`src/rtl/fp_pkg.sv`:
```
// fp_pkg: shared constants, derivations and the FSM state type for the
// floating-point operand unpack path.
//   - DATA_W_DEF / EXP_W_DEF : default operand and exponent-field widths
//   - man_w()                : mantissa width including the hidden bit
//   - bias()                 : IEEE-754 exponent bias for a field width
//   - xexp_w()               : width of the unbiased signed exponent
//   - unpack_state_t         : IDLE / NORM / DONE
package fp_pkg;

  localparam int DATA_W_DEF = 32;
  localparam int EXP_W_DEF  = 8;

  function automatic int man_w(input int data_w, input int exp_w);
    return data_w - exp_w;
  endfunction

  function automatic int bias(input int exp_w);
    return (1 << (exp_w - 1)) - 1;
  endfunction

  // Two guard bits cover both the most negative subnormal exponent and the
  // Inf/NaN exponent without wrapping.
  function automatic int xexp_w(input int exp_w);
    return exp_w + 2;
  endfunction

  localparam int MAN_W_DEF  = man_w(DATA_W_DEF, EXP_W_DEF);
  localparam int BIAS_DEF   = bias(EXP_W_DEF);
  localparam int XEXP_W_DEF = xexp_w(EXP_W_DEF);

  typedef enum logic [1:0] {
    IDLE = 2'd0,
    NORM = 2'd1,
    DONE = 2'd2
  } unpack_state_t;

endpackage

```
`src/rtl/fp_special.sv`:
```
// fp_special: combinational IEEE-754 special-value classifier.
// Ports:
//   data_in    : operand
//   sign       : sign bit
//   nan        : exponent all ones, fraction non-zero
//   infinite   : exponent all ones, fraction zero
//   zero       : exponent zero, fraction zero (either sign)
//   sub_normal : exponent zero, fraction non-zero
module fp_special
  import fp_pkg::*;
#(
  parameter int DATA_W = DATA_W_DEF,
  parameter int EXP_W  = EXP_W_DEF
) (
  input  logic [DATA_W-1:0] data_in,
  output logic              sign,
  output logic              nan,
  output logic              infinite,
  output logic              zero,
  output logic              sub_normal
);

  localparam int FRAC_W = man_w(DATA_W, EXP_W) - 1;

  logic [EXP_W-1:0]  exp_field;
  logic [FRAC_W-1:0] frac_field;
  logic              exp_max;
  logic              exp_min;
  logic              frac_nz;

  assign sign       = data_in[DATA_W-1];
  assign exp_field  = data_in[DATA_W-2 -: EXP_W];
  assign frac_field = data_in[FRAC_W-1:0];

  assign exp_max = &exp_field;
  assign exp_min = ~|exp_field;
  assign frac_nz = |frac_field;

  assign nan        = exp_max &  frac_nz;
  assign infinite   = exp_max & ~frac_nz;
  assign zero       = exp_min & ~frac_nz;
  assign sub_normal = exp_min &  frac_nz;

endmodule

```
`src/rtl/fp_unpack.sv`:
```
// fp_unpack: registered operand unpack stage. Accepts one IEEE-754 operand
// per start handshake, registers its class flags and produces sign, unbiased
// signed exponent and a mantissa with an explicit leading one. Subnormals are
// normalized one left shift per cycle.
// Ports:
//   clk, rst_n   : clock (rising edge), asynchronous active-low reset
//   start        : request, accepted when busy is low
//   data_in      : operand, sampled on the accept edge only
//   busy         : high while normalizing (start ignored)
//   done         : one-cycle pulse, result valid from this cycle on
//   sign_o       : operand sign
//   exp_o        : signed unbiased exponent, EXP_W+2 bits
//   man_o        : mantissa, MSB is the explicit leading one
//   nan, infinite, zero, sub_normal : registered class of the operand
module fp_unpack
  import fp_pkg::*;
#(
  parameter int DATA_W = DATA_W_DEF,
  parameter int EXP_W  = EXP_W_DEF
) (
  input  logic                        clk,
  input  logic                        rst_n,
  input  logic                        start,
  input  logic [DATA_W-1:0]           data_in,
  output logic                        busy,
  output logic                        done,
  output logic                        sign_o,
  output logic signed [EXP_W+1:0]     exp_o,
  output logic [DATA_W-EXP_W-1:0]     man_o,
  output logic                        nan,
  output logic                        infinite,
  output logic                        zero,
  output logic                        sub_normal
);

  localparam int MAN_W  = man_w(DATA_W, EXP_W);
  localparam int FRAC_W = MAN_W - 1;
  localparam int XW     = xexp_w(EXP_W);

  localparam logic [XW-1:0] BIAS_X = XW'(bias(EXP_W));
  localparam logic [XW-1:0] ONE_X  = XW'(1);

  unpack_state_t state_reg;

  logic              cls_sign;
  logic              cls_nan;
  logic              cls_inf;
  logic              cls_zero;
  logic              cls_sub;
  logic [EXP_W-1:0]  exp_field;
  logic [FRAC_W-1:0] frac_field;
  logic              accept;

  fp_special #(
    .DATA_W (DATA_W),
    .EXP_W  (EXP_W)
  ) u_special (
    .data_in    (data_in),
    .sign       (cls_sign),
    .nan        (cls_nan),
    .infinite   (cls_inf),
    .zero       (cls_zero),
    .sub_normal (cls_sub)
  );

  assign exp_field  = data_in[DATA_W-2 -: EXP_W];
  assign frac_field = data_in[FRAC_W-1:0];

  // A DONE-cycle accept overlaps the pulse, giving one operand per cycle.
  assign accept = start && (state_reg != NORM);

  always_ff @(posedge clk or negedge rst_n) begin
    if (!rst_n) begin
      state_reg  <= IDLE;
      busy       <= 1'b0;
      done       <= 1'b0;
      sign_o     <= 1'b0;
      exp_o      <= '0;
      man_o      <= '0;
      nan        <= 1'b0;
      infinite   <= 1'b0;
      zero       <= 1'b0;
      sub_normal <= 1'b0;
    end else begin
      done <= 1'b0;
      busy <= 1'b0;
      if (accept) begin
        sign_o     <= cls_sign;
        nan        <= cls_nan;
        infinite   <= cls_inf;
        zero       <= cls_zero;
        sub_normal <= cls_sub;
        if (cls_sub) begin
          // Start at the minimum normal exponent with the hidden bit clear;
          // the NORM loop shifts the leading one up into the MSB.
          exp_o     <= ONE_X - BIAS_X;
          man_o     <= {1'b0, frac_field};
          state_reg <= NORM;
          busy      <= 1'b1;
        end else begin
          state_reg <= DONE;
          done      <= 1'b1;
          if (cls_zero) begin
            exp_o <= '0;
            man_o <= '0;
          end else if (cls_nan || cls_inf) begin
            exp_o <= BIAS_X + ONE_X;
            man_o <= {1'b1, frac_field};
          end else begin
            exp_o <= {2'b00, exp_field} - BIAS_X;
            man_o <= {1'b1, frac_field};
          end
        end
      end else begin
        case (state_reg)
          NORM: begin
            man_o <= man_o << 1;
            exp_o <= exp_o - ONE_X;
            // The bit just below the MSB becomes the MSB after this shift.
            if (man_o[MAN_W-2]) begin
              state_reg <= DONE;
              done      <= 1'b1;
            end else begin
              busy <= 1'b1;
            end
          end
          DONE:    state_reg <= IDLE;
          default: state_reg <= IDLE;
        endcase
      end
    end
  end

endmodule
```
`config.mk`:
```
export PLATFORM = sky130hd
export DESIGN_NAME = fp_unpack
export DESIGN_NICKNAME = d
export VERILOG_FILES = /design/src/rtl/fp_pkg.sv /design/src/rtl/fp_special.sv /design/src/rtl/fp_unpack.sv
export SDC_FILE = /design/constraint.sdc
export NUM_CORES = 1
export LEC_CHECK = 0
export CORE_UTILIZATION = 41
export CTS_CLUSTER_DIAMETER = 100
export CTS_CLUSTER_SIZE = 30
export DETAILED_ROUTE_END_ITERATION = 7
export GPL_TIMING_DRIVEN = 1
export PLACE_DENSITY = 0.76
export SYNTH_ARGS = -nofsm -noshare
export SYNTH_HDL_FRONTEND = slang
export SYNTH_SLANG_ARGS = --single-unit
```
`constraint.sdc`:
```
create_clock -name clk -period 1.9 [get_ports clk]
set_input_delay 0.285 -clock clk [delete_from_list [all_inputs] [get_ports clk]]
set_output_delay 0.285 -clock clk [all_outputs]
set_load 0.005 [all_outputs]
```
After elaboration in Yosys (flattened, before gate mapping). Index checks and enable logic that the tools add are counted.

Add/sub/neg operators: 2. $mul: 0. Div/mod/pow operators: 0. Order comparisons: 0. Equal/unequal tests: 3. Shift operators: 0. Multiplexer cells: 21. Bitwise logic cells: 5. Reduce and logical (&&, ||, !) cells: 7.

Operators with widths (number): $mux 24 (4); $mux 10 (5); $reduce_or 23->1 (1); $sub 10x1->10 const B (1); $sub 8x7->9 const B (1); $mux 1 (8); $mux 2 (4); $reduce_and 8->1 (1); $reduce_or 8->1 (1); $and 1x1->1 (4); $ne 3x3->1 const B (1); $eq 2x1->1 const B (1); $ne 2x1->1 const B (1); $reduce_bool 2->1 (1); $logic_and 1x1->1 (1); $logic_not 1->1 (1); $logic_or 1x1->1 (1); $not 1->1 (1).

Register bits: 43. Latch bits: 0. Bits in writable memories: 0. ROM bits: 0. Bits of input ports: 35. Output and inout bits: 41. Word-level logic and storage cells: 48. Memories kept: 0.

Depth between registers and ports, before layout.
Depth in word-level cells: 8. Mapped depth: 6. Mapped depth without buffers: 6.

Hierarchy. From an unflattened synthesis, not the netlist that was laid out.

Cells, all modules: 245. Area, all modules: 2265.9 um^2.

By module, submodules not included: fp_unpack (instances 1, cells each 224, area each 2123.3 um^2, sequential area each 1076.0 um^2); fp_special (instances 1, cells each 21, area each 142.6 um^2, sequential area each 0.0 um^2).

Worst setup path after synthesis. Ideal clock, no wire load.

Path type: register -> register. From: register exp_o[1]. To: register exp_o[9]. Setup time: 0.134 ns. Data arrival time: 1.689 ns. Required time: 1.766 ns. Path slack: 0.076 ns. Cell stages (with the launch flop): 6. Path buffers: 1. Period minus slack after synthesis: 1.824 ns. Cells stage by stage: dfrtp_1 > or4_1 > buf_2 > or3_1 > o32ai_2 > nor3_1.

Longest elaborated chain between the ends: 3.

Ends and longest elaborated chain: start: declaration (line fp_unpack.sv:28) `output logic signed [EXP_W+1:0] exp_o,`; start signal: assignment (line fp_unpack.sv:96) `exp_o <= ONE_X - BIAS_X;`; start signal: assignment (line fp_unpack.sv:107) `exp_o <= BIAS_X + ONE_X;`; start signal: assignment (line fp_unpack.sv:110) `exp_o <= {2'b00, exp_field} - BIAS_X;`; $sub 10x1->10 (line fp_unpack.sv:118) `exp_o <= exp_o - ONE_X;`; $mux 10 (line fp_unpack.sv:115) `case (state_reg)`; $mux 10 (line fp_unpack.sv:87) `if (accept) begin`.

No other way between the ends. The select of a mux whose other input is x is not followed. A chain may end at the register's enable or synchronous reset.

Worst setup path after layout. Ends and elaborated chain as after synthesis.

==> reports/qor.yml <==
global_routing:
  grt_max_degree: 53
  grt.overflow.total: 0
  grt_usage: 0.227
  antenna_found_initial: 0
  grt_pass1_vias: 2183
  grt_pass1_wl_mm: 10.6
timing:
  fmax_mhz: 553
  min_period_ps: 1810
  finalSetupViolCount: 0
  worst_slew_pin_slew_ps: 547
  worst_slack_ps: 92.7
  hold_viol: 0
  slew_headroom: 0.636
  hold_ws_ps: 62.8
  slew_violations: 0
  rsz0062_at_grt: "false"
  timing.final.crit_share: 0.951
  fin_skew_ps: 5.03
  setup_tns_ps: 0
placed_design:
  routabilityCongestion: 0.901
  postPlaceCellArea_um2: 3350
  pre_cts_ws_ps: -250
  dp_hpwl_mm: 4.58
  dp_cells: 413
  io_buffers: 75
clocking:
  clkLatencyLatePin_ps: 290
  htreeDepth: 2
  clock-root-buffer: "clkbuf_8"
  clock-sinks: 43
  cts_tree: "built"
  clockBufferDepth: 2
  clkTransAtPathRegs_ps: 80
  cts_buffers: 5
  hold_buffers: 0
route:
  drc: 0
  routed_wl_mm: 6.08
  post_drt_wl_per_cell_um: 14.5
  dr.pass1.iters: 5
  drt_iter0_drc: 151
  ant_nets: 0
  vias: 2244
  avgViaCountPerCell: 5.36
critical_path:
  r2r-end: "exp_o[9]$_DFFE_PN0P_"
  cp_cell_sequence: "or4_4, or3_1, o32ai_2, nor3_1"
  crit_path_end_kind: "register"
  crit_buf_inv: 0
  cp_data_required_time_ps: 2070
  crit_type: "register to register"
  ff2ff_path_depth: 4
  r2r_slack_ps: 90
  crit_cells: 4
  arrival_ps: 1970
  cp-start-kind: "register"
  crit_slowest_cell: "or4_4"
  cp_top_family: "simple AND/OR/NAND/NOR gates"
  worstReg2RegStart: "exp_o[1]$_DFFE_PN0P_"
  crit_end: "exp_o[9]$_DFFE_PN0P_"
  max_stage_delay_ps: 590
  crit_start: "exp_o[1]$_DFFE_PN0P_"
  crit_fanout: 6
cells_and_area:
  multiInputGateArea_um2: 1140
  design_area_um2: 3430
  stdcell_count: 419
  n_antenna_cell: 0
  drive_above_1_share: 0.132
  area_growth_pct: 50.8
  largest_reg_flops: 24
  nets: 388
  fillers: 443
  post-route-util: 0.655
  seqCellArea_um2: 1080
power_and_ir_drop:
  peakVddDrop_mv: 0.492
  pwr-share-comb: 0.248
  switching_share: 0.265
  seqPwrFrac: 0.503
  power_density_nw_per_um2: 615
  clockPowerShare: 0.249
  p_sw_uw: 559
  power.total_mw: 2.11
  p_int_mw: 1.55
  power.leakage_nw: 1.44
logic_synthesis:
  synth.net_count: 284
  syn_area_um2: 2280
  yosysUniqueCellTypes: 40
  ys_seq_area_frac: 0.473
  syn_avg_cell_area_um2: 9.25
  synthesis.instances: 246
  yosys_warnings: 0
  synth.ff_latch_count: 43
die:
  start_util: 0.435
  ios: 76
  die_y_um: 76.5
  row_count: 26
  core_area_um2: 5240
  die_w_um: 76.5
  die_area_um2: 5850
run:
  maxCapViolCount: 0
outcome:
  outcome: "finished, final reports clean"
hold_path:
  min_path_type: "input port to asynchronous set/reset pin"
[worst register-to-register path, stage by stage (launching register included)]
cell     delay [ps]
dfrtp_1         400
or4_4           590
or3_1           400
o32ai_2         200
nor3_1           90
[worst min path at each step]
stage | startpoint | to | slack, ps | cells past startpoint
after floorplan | rst_n | busy$_DFF_PN0_ | -10 | 0
after global placement | rst_n | man_o[14]$_DFFE_PN0P_ | 390 | 2
after detailed placement | rst_n | man_o[14]$_DFFE_PN0P_ | 390 | 2
after CTS | rst_n | man_o[14]$_DFFE_PN0P_ | 80 | 2
after global routing | rst_n | man_o[13]$_DFFE_PN0P_ | 100 | 2
final | rst_n | man_o[0]$_DFFE_PN0P_ | 60 | 2
[final cells by class]
class                   count  share of cell area
clock buffers               6              0.0211
inverters                   8             0.00875
multi-input cells         183               0.332
flip-flops and latches     43               0.314
well taps                  70              0.0255
repair buffers            109               0.299
[cell usage in the layout, fill, tap and decap left out, types with 2 or more instances in the layout]
master / count
a21oi_1: 9
a221oi_1: 2
and3_1: 2
buf_12: 2
buf_4: 32
clkbuf_8: 5
clkdlybuf4s50_1: 74
dfrtp_1: 43
ha_1: 3
inv_1: 8
mux2i_1: 24
nand2_1: 39
nand2b_1: 3
nand3_1: 14
nand4_1: 3
nor2_1: 11
nor3_1: 5
nor4_1: 7
o211ai_1: 3
o21ai_0: 29
o31ai_1: 4
o32ai_1: 2
or3_1: 3
xnor2_1: 2
xor2_1: 2
[timing repair]
action,in CTS,in global routing
gates resized for setup,0,3
endpoints found under the setup margin,0,2
buffers inserted,0,0
[per-layer routing]
layer  share of wire  global-route usage  vias to the layer above
li1                -                   -                     1105
met1            0.45               0.306                     1082
met2            0.49               0.365                       53
met3           0.043              0.0443                        4
met4          0.0071              0.0769                        0
met5               0                   0                        -
[Yosys cell counts, drive strengths merged]
cell	instances	area, um^2
dfrtp	43	1080
nand2	39	146
o21ai	29	145
mux2i	24	240
nand3	14	70.1
nor2	11	41.3
a21oi	9	45.0
inv	8	30.0
nor4	7	43.8
buf	6	26.3
clkbuf	6	22.5
nor3	5	25.0
o31ai	4	30.0
ha	3	37.5
nand2b	3	18.8
nand4	3	18.8
o211ai	3	22.5
o32ai	3	33.8
or3	3	18.8
a221oi	2	17.5
and3	2	12.5
xnor2	2	17.5
xor2	2	17.5
a2111oi	1	8.76
a211oi	1	7.51
a22o	1	8.76
a311oi	1	8.76
a31o	1	8.76
a31oi	1	6.26
nor2b	1	6.26
nor3b	1	7.51
o21a	1	7.51
o21bai	1	7.51
o311ai	1	8.76
o32a	1	10.0
o41ai	1	8.76
or2	1	6.26
or4	1	7.51
[power groups by stage]
stage	sequential, mW	clock [mW]	combinational, mW
floorplan	1.08	0	0.160
global placement	1.08	0	0.512
detailed placement	1.08	0	0.522
CTS	1.06	0.538	0.525
global route	1.07	0.583	0.571
finish	1.06	0.526	0.524
[logic make-up (layout without fill, tap and decap cells)]
group                      Yosys count  after routing  synth area share
muxes                               24             24             0.106
AOI/OAI and AO/OA                   61             61             0.169
buffers and inverters               20            123            0.0346
adders and majority gates            3              3            0.0165
DFF                                 43             43             0.473
xor gates and xnor gates             4              4            0.0154
and+or+nand+nor                     91             91             0.186
(Power assumes the default switching activity.)
